[config.mk]
export PLATFORM = sky130hd
export DESIGN_NAME = reg_writeback_stage_flat
export DESIGN_NICKNAME = d
export VERILOG_FILES = /design/src/rtl/reg_writeback_stage_if.sv /design/src/rtl/reg_writeback_stage.sv /design/src/flat_wrapper.sv
export SDC_FILE = /design/constraint.sdc
export NUM_CORES = 1
export LEC_CHECK = 0
export BUFFER_PORTS_ARGS = -buffer_cell sky130_fd_sc_hd__buf_4
export CAP_MARGIN = 5
export CORE_MARGIN = 2
export CORE_UTILIZATION = 44
export DETAILED_ROUTE_END_ITERATION = 16
export GPL_ROUTABILITY_DRIVEN = 1
export HOLD_SLACK_MARGIN = 0.02
export PLACE_DENSITY = 0.63
export SLEW_MARGIN = 25
export SYNTH_ARGS = -nofsm -noshare
export SYNTH_HDL_FRONTEND = slang
export SYNTH_SLANG_ARGS = --single-unit
[constraint.sdc]
create_clock -name clk -period 10.1 [get_ports clk]
set_clock_uncertainty 0.15 [all_clocks]
set_input_delay 1.515 -clock clk [delete_from_list [all_inputs] [get_ports clk]]
set_output_delay 1.515 -clock clk [all_outputs]
set_load 0.02 [all_outputs]
[src/rtl/reg_writeback_stage_if.sv]
// Write-back stage bus: execute/memory-side request and register-file-side write port.
interface reg_writeback_stage_if #(
   parameter int unsigned XLEN  = 32,
   parameter int unsigned FPU_W = 64,
   parameter int unsigned RA_W  = 5
);
   logic             in_valid;
   logic             in_ready;
   logic [2:0]       in_src;
   logic [RA_W-1:0]  in_rd;
   logic [XLEN-1:0]  alu_res;
   logic [XLEN-1:0]  mem_read_data;
   logic [FPU_W-1:0] fpu_res;
   logic             out_valid;
   logic             out_ready;
   logic             out_we;
   logic [RA_W-1:0]  out_rd;
   logic [XLEN-1:0]  out_data;

   // Producer side: issues entries and accepts write-backs.
   modport master (
      output in_valid, in_src, in_rd, alu_res, mem_read_data, fpu_res, out_ready,
      input  in_ready, out_valid, out_we, out_rd, out_data
   );

   // Stage side.
   modport slave (
      input  in_valid, in_src, in_rd, alu_res, mem_read_data, fpu_res, out_ready,
      output in_ready, out_valid, out_we, out_rd, out_data
   );
endinterface

[src/rtl/reg_writeback_stage.sv]
// Two-stage register write-back: source select, FPU fixed-point conversion
// (u32 / i32 / fp32) and x0 write suppression, with sticky status flags.
module reg_writeback_stage #(
   parameter int unsigned XLEN      = 32,
   parameter int unsigned FPU_W     = 64,
   parameter int unsigned FRAC_BITS = 15,
   parameter int unsigned RA_W      = 5
) (
   input  logic                 clk,
   input  logic                 reset,
   reg_writeback_stage_if.slave wb,
   input  logic                 status_clear,
   output logic                 cvt_overflow,
   output logic                 illegal_src
);
   localparam int unsigned lead_w = $clog2(FPU_W);
   localparam logic [FPU_W-1:0] frac_mask = {{(FPU_W-FRAC_BITS){1'b0}}, {FRAC_BITS{1'b1}}};
   localparam logic [lead_w-1:0] lead_max = lead_w'(FPU_W - 1);

   // Stage 1 state
   logic             s1_valid;
   logic [2:0]       s1_src;
   logic [RA_W-1:0]  s1_rd;
   logic [XLEN-1:0]  s1_alu;
   logic [XLEN-1:0]  s1_mem;
   logic [FPU_W-1:0] s1_fpu;

   // Stage 2 state
   logic             s2_valid;
   logic             s2_we;
   logic [RA_W-1:0]  s2_rd;
   logic [XLEN-1:0]  s2_data;

   logic ovf_q;
   logic ill_q;

   logic s2_adv;
   logic s1_adv;
   logic s1_move;

   // Conversion intermediates
   logic              fpu_neg;
   logic [FPU_W-1:0]  fpu_biased;
   logic [FPU_W-1:0]  int_part;
   logic [31:0]       u32_res;
   logic              u32_ovf;
   logic [31:0]       i32_res;
   logic              i32_ovf;
   logic [FPU_W-1:0]  mag;
   logic [lead_w-1:0] lead;
   logic [FPU_W-1:0]  norm;
   logic              round_up;
   logic [7:0]        exp_base;
   logic [30:0]       fp_body;
   logic [31:0]       fp32_res;

   logic [XLEN-1:0]   sel_data;
   logic              sel_ovf;
   logic              sel_ill;

   assign s2_adv      = !s2_valid || wb.out_ready;
   assign s1_adv      = !s1_valid || s2_adv;
   assign s1_move     = s1_valid && s2_adv;
   assign wb.in_ready = s1_adv && !reset;

   // Integer part truncated toward zero: bias negatives so the floor shift rounds up.
   always_comb begin
      fpu_neg    = s1_fpu[FPU_W-1];
      fpu_biased = fpu_neg ? (s1_fpu + frac_mask) : s1_fpu;
      int_part   = $signed(fpu_biased) >>> FRAC_BITS;
   end

   // Unsigned 32-bit saturation; (-1, 0) truncates to 0 without flagging.
   always_comb begin
      u32_res = '0;
      u32_ovf = 1'b0;
      if (fpu_neg) begin
         u32_ovf = (int_part != '0);
      end else if (int_part[FPU_W-1:32] != '0) begin
         u32_res = '1;
         u32_ovf = 1'b1;
      end else begin
         u32_res = int_part[31:0];
      end
   end

   // Signed 32-bit saturation: fits when all bits above bit 30 match the sign.
   always_comb begin
      i32_res = int_part[31:0];
      i32_ovf = 1'b0;
      if (!((&int_part[FPU_W-1:31]) || !(|int_part[FPU_W-1:31]))) begin
         i32_res = fpu_neg ? 32'h8000_0000 : 32'h7FFF_FFFF;
         i32_ovf = 1'b1;
      end
   end

   // fp32: normalise magnitude to the MSB, round to nearest even on the bits below.
   always_comb begin
      mag  = fpu_neg ? -s1_fpu : s1_fpu;
      lead = '0;
      for (int i = 0; i < FPU_W; i++) begin
         if (mag[i]) lead = lead_w'(i);
      end
      norm     = mag << (lead_max - lead);
      round_up = norm[FPU_W-25] && ((|norm[FPU_W-26:0]) || norm[FPU_W-24]);
      exp_base = 8'(lead) + 8'(127 - FRAC_BITS);
      // A carry out of the fraction bumps the exponent, which is the correct renormalisation.
      fp_body  = {exp_base, norm[FPU_W-2 -: 23]} + 31'(round_up);
      fp32_res = norm[FPU_W-1] ? {fpu_neg, fp_body} : 32'h0000_0000;
   end

   // Write-back source selection.
   always_comb begin
      sel_data = '0;
      sel_ovf  = 1'b0;
      sel_ill  = 1'b0;
      case (s1_src)
         3'b000: begin
            sel_data = XLEN'(u32_res);
            sel_ovf  = u32_ovf;
         end
         3'b001: begin
            sel_data = XLEN'(i32_res);
            sel_ovf  = i32_ovf;
         end
         3'b010: sel_data = s1_alu;
         3'b100: sel_data = s1_mem;
         3'b110: sel_data = XLEN'(fp32_res);
         default: sel_ill = 1'b1;
      endcase
   end

   // Stage 1 valid.
   always_ff @(posedge clk) begin
      if (reset) begin
         s1_valid <= 1'b0;
      end else if (s1_adv) begin
         s1_valid <= wb.in_valid;
      end
   end

   // Stage 1 payload, captured on accept only.
   always_ff @(posedge clk) begin
      if (wb.in_valid && wb.in_ready) begin
         s1_src <= wb.in_src;
         s1_rd  <= wb.in_rd;
         s1_alu <= wb.alu_res;
         s1_mem <= wb.mem_read_data;
         s1_fpu <= wb.fpu_res;
      end
   end

   // Stage 2 holds while the register file stalls; x0 writes carry zero data.
   always_ff @(posedge clk) begin
      if (reset) begin
         s2_valid <= 1'b0;
         s2_we    <= 1'b0;
         s2_rd    <= '0;
         s2_data  <= '0;
      end else if (s2_adv) begin
         s2_valid <= s1_valid;
         s2_we    <= s1_valid && (s1_rd != '0);
         if (s1_valid) begin
            s2_rd   <= s1_rd;
            s2_data <= (s1_rd == '0) ? '0 : sel_data;
         end
      end
   end

   // Sticky flags: set on stage 1 -> 2 transfer; set beats a same-cycle clear.
   always_ff @(posedge clk) begin
      if (reset) begin
         ovf_q <= 1'b0;
         ill_q <= 1'b0;
      end else begin
         ovf_q <= (ovf_q && !status_clear) || (s1_move && sel_ovf);
         ill_q <= (ill_q && !status_clear) || (s1_move && sel_ill);
      end
   end

   assign wb.out_valid = s2_valid;
   assign wb.out_we    = s2_we;
   assign wb.out_rd    = s2_rd;
   assign wb.out_data  = s2_data;
   assign cvt_overflow = ovf_q;
   assign illegal_src  = ill_q;
endmodule

[src/flat_wrapper.sv]
// flat-port wrapper written by rule: the top's interface ports become plain ports
module reg_writeback_stage_flat 
#(
   parameter int unsigned XLEN      = 32,
   parameter int unsigned FPU_W     = 64,
   parameter int unsigned FRAC_BITS = 15,
   parameter int unsigned RA_W      = 5
)
  (clk, reset, status_clear, cvt_overflow, illegal_src, wb_in_valid, wb_in_src, wb_in_rd, wb_alu_res, wb_mem_read_data, wb_fpu_res, wb_out_ready, wb_in_ready, wb_out_valid, wb_out_we, wb_out_rd, wb_out_data);
  reg_writeback_stage_if #(.XLEN(XLEN), .FPU_W(FPU_W), .RA_W(RA_W)) wb_i ();
  input  logic clk;
  input  logic reset;
  input  logic status_clear;
  output logic cvt_overflow;
  output logic illegal_src;
  input wire logic [$bits(wb_i.in_valid)-1:0] wb_in_valid;
  input wire logic [$bits(wb_i.in_src)-1:0] wb_in_src;
  input wire logic [$bits(wb_i.in_rd)-1:0] wb_in_rd;
  input wire logic [$bits(wb_i.alu_res)-1:0] wb_alu_res;
  input wire logic [$bits(wb_i.mem_read_data)-1:0] wb_mem_read_data;
  input wire logic [$bits(wb_i.fpu_res)-1:0] wb_fpu_res;
  input wire logic [$bits(wb_i.out_ready)-1:0] wb_out_ready;
  output wire logic [$bits(wb_i.in_ready)-1:0] wb_in_ready;
  output wire logic [$bits(wb_i.out_valid)-1:0] wb_out_valid;
  output wire logic [$bits(wb_i.out_we)-1:0] wb_out_we;
  output wire logic [$bits(wb_i.out_rd)-1:0] wb_out_rd;
  output wire logic [$bits(wb_i.out_data)-1:0] wb_out_data;
  assign wb_i.in_valid = wb_in_valid;
  assign wb_i.in_src = wb_in_src;
  assign wb_i.in_rd = wb_in_rd;
  assign wb_i.alu_res = wb_alu_res;
  assign wb_i.mem_read_data = wb_mem_read_data;
  assign wb_i.fpu_res = wb_fpu_res;
  assign wb_i.out_ready = wb_out_ready;
  assign wb_in_ready = wb_i.in_ready;
  assign wb_out_valid = wb_i.out_valid;
  assign wb_out_we = wb_i.out_we;
  assign wb_out_rd = wb_i.out_rd;
  assign wb_out_data = wb_i.out_data;
  reg_writeback_stage #(.XLEN(XLEN), .FPU_W(FPU_W), .FRAC_BITS(FRAC_BITS), .RA_W(RA_W)) u_core (.clk(clk), .reset(reset), .wb(wb_i), .status_clear(status_clear), .cvt_overflow(cvt_overflow), .illegal_src(illegal_src));
endmodule
==> results.tsv <==
metric	value	unit
Clk pwr share	30.1	%
Synth Net Count	2437	
Post-Synthesis Cells	2292	
final setup vio count	0	
Setup Buffers After CTS	0	
outcome	finished, final reports clean	
drc violations	0	
hold_buf cts	0	
Root Buffer	clkbuf_16	
layout cells sized above 1	18.4	%
worst ir drop on vdd	0.142	mV
routability cong.	1.06	
Clock transition at path regs	90	ps
Async S/R FF share, synth	0	%
Buffers on Ports	182	
# Max-Cap Violations	0	
Post-synth EDFFs	136	
sw frac	39.5	%
Final Slew Violations	0	
worst hold stages	2	
CP Max Fanout	28	
Power, Total	2.35	mW
Clock Latency Late Sink	510	ps
DP Wirelength	69600	um
vias post-DR	20800	
Final Critical Period	9290	ps
Rel. slew slack	30.5	%
most common cell after layout, fill and taps aside	buf_4	
total die area	44200	um^2
dominant cells by area after synthesis	edfxtp_1 22%, dfxtp_1 4.5%, mux2i_1 4.5%	
pwr dens	112	nW/um^2
# diodes	0	
Core Area	41900	um^2
area delta synth->final	12.5	%
R2R cell count	21	
setup TNS	0	ps
Sink Count	178	
Mapped Area	18700	um^2
RSZ-0062 raised after global routing	false	
share of the synthesized area in the top cell type	21.8	%
first-pass GRT wire length	129000	um
TritonCTS clock tree	built	
Initial Util	44.6	%
post-synth cell types	119	
grt ovf	0	
I/O pins	183	
Int Pwr	1.42	mW
cts bufs inserted	17	
leading area contributor after synthesis	edfxtp_1	
largest net degree at the start of global routing	118	
Total GRT Usage	39.3	%
Post-CTS Resized	0	
DR pass1 iterations	6	
row count	75	
Sequential Power Share	36.9	%
worst-case clock buffer depth	2	
Die Span Y	210	um
WP data required	10350	ps
drt via density	7.11	
Die Span X	210	um
initial antenna violation count	1	
Tcrit/Tclk final	92.0	%
Synth Flop Type	edfxtp_1	
WL/cell	30.2	um
CP endpoint kind	flip-flop	
Crit path arrival time	9540	ps
Synth Register Bits	178	
worst-margin pin slew	1040	ps
worst hold path type	flip-flop to flip-flop	
critical path class	flip-flop to flip-flop	
Switch Pwr	0.928	mW
commonest non-fill, non-tap cells in the layout	261 x buf_4, 207 x nand2_1, 150 x nor2_1, 150 x o21ai_0, 136 x edfxtp_1	
WL final	88400	um
vias in the first global route	19200	
Leak	7.20	nW
Initial DRC Count	3235	
synth warn	0	
fin nets	2515	
Gate power share	33.0	%
Avg Cell Area, Syn	8.16	um^2
Final Hold Viols	0	
sequential area share after synthesis	26.3	%
final hold slack	321	ps
Peak Freq	108	MHz
CP startpoint kind	flip-flop	
CTS H-tree lvls	4	
Antenna Nets Post-Route	0	
## path summary, 6_finish.rpt
kind,start,to,slack (ps)
max reg2reg,u_core.s1_fpu[21],u_core.wb.out_data[28],810
min,u_core.cvt_overflow,u_core.cvt_overflow,320
max,u_core.s1_fpu[21],u_core.wb.out_data[28],810
min reg2reg,u_core.cvt_overflow,u_core.cvt_overflow,320
## power groups by stage
stage / combinational [mW] / clock (mW) / sequential [mW]
2_1_floorplan: 0.469 / 0 / 0.857
3_3_place_gp: 0.743 / 0 / 0.880
3_5_place_dp: 0.740 / 0 / 0.881
4_1_cts: 0.743 / 0.721 / 0.864
5_1_grt: 0.805 / 0.745 / 0.869
6_report: 0.776 / 0.708 / 0.867
## state kept, by name, indices dropped and copies added, names as in the netlist
signal / cells
u_core.s1_mem: 32
u_core.s1_valid: 1
u_core.wb.out_valid: 1
u_core.s1_src: 3
u_core.s1_rd: 5
u_core.s1_fpu: 64
u_core.wb.out_data: 32
u_core.cvt_overflow: 1
u_core.wb.out_rd: 5
u_core.s1_alu: 32
u_core.illegal_src: 1
u_core.wb.out_we: 1
## worst max-delay path: stages (launching register included)
cell and delay, ps:
edfxtp_1 670, nor4_1 780, nand2_1 110, buf_4 230, or4_1 880, or4_1 620
o22ai_2 150, or2_2 170, o21bai_1 250, or3_1 600, o21ai_4 690, buf_4 480
nand2_1 460, o221ai_1 300, o21ai_0 320, or2_2 370, and4b_1 300, nor4b_4 370
nand3b_4 240, or4_1 520, a21bo_1 210, a221oi_2 250
## Yosys cell counts (11+ instances only)
master and number:
or3_1 32, xor2_1 46, a22oi_1 39, nand2_1 207, or4_1 25, nor2b_1 16, o211ai_1 48, dfxtp_1 42
and3_1 24, a221o_1 23, nand3_1 97, edfxtp_1 136, a21oi_1 104, buf_2 45, nor4_2 14, o21ai_1 15
nor4_1 47, o22ai_1 27, nor3_1 91, o21ai_0 151, nand2b_1 15, a211oi_1 34, a21o_1 14, nor2_1 151
buf_1 15, o221ai_1 11, nand4_1 33, o2111ai_1 12, buf_4 12, xnor2_1 92, o21a_1 14, clkbuf_1 112
a221oi_1 19, and2_1 25, a211o_1 17, mux2i_1 84, mux2_2 20, a31oi_1 55, buf_6 17, o31ai_1 20
o32ai_1 13, inv_1 23, or2_2 22
## cells by family (layout without fill, tap and decap cells)
kind of cell    count (synthesis)  count (layout)  synth area share, %
fa+ha+maj                       5               5                0.321
xor+xnor                      142             142                 6.81
simple gates                  866             866                 24.7
mux                           110             110                 6.30
flops                         178             178                 26.3
compound gates                762             762                 29.6
buf+inv                       229             320                 6.00
## metal layers
metal,wire [um],track usage [%],vias to the layer above
li1,-,-,9090
met1,36000,53.9,10000
met2,37200,57.3,1432
met3,9360,7.79,257
met4,5840,23.5,2
met5,15,0,-
## layout make-up
cell class,count,area [um^2]
multi-input combinational,1885,12700
timing repair buffer,263,2000
fill,4094,20900
clock buffer,17,425
sequential,178,4920
tap,539,674
inverter,25,93.8
clock inverter,15,198
## through the flow
stage / setup WS (ps) / std cells / utilization (%) / cell area (um^2)
2_1_floorplan: 3390 / 2292 / - / 18700
3_3_place_gp: 1180 / 2890 / 48.6 / 20400
3_5_place_dp: 1130 / 2890 / 48.7 / 20400
4_1_cts: 1090 / 2922 / 50.1 / 21000
5_1_grt: 584 / 2922 / 50.2 / 21000
6_report: 811 / 2922 / 50.2 / 21000
Note: power is estimated with default switching activity, not from simulation.
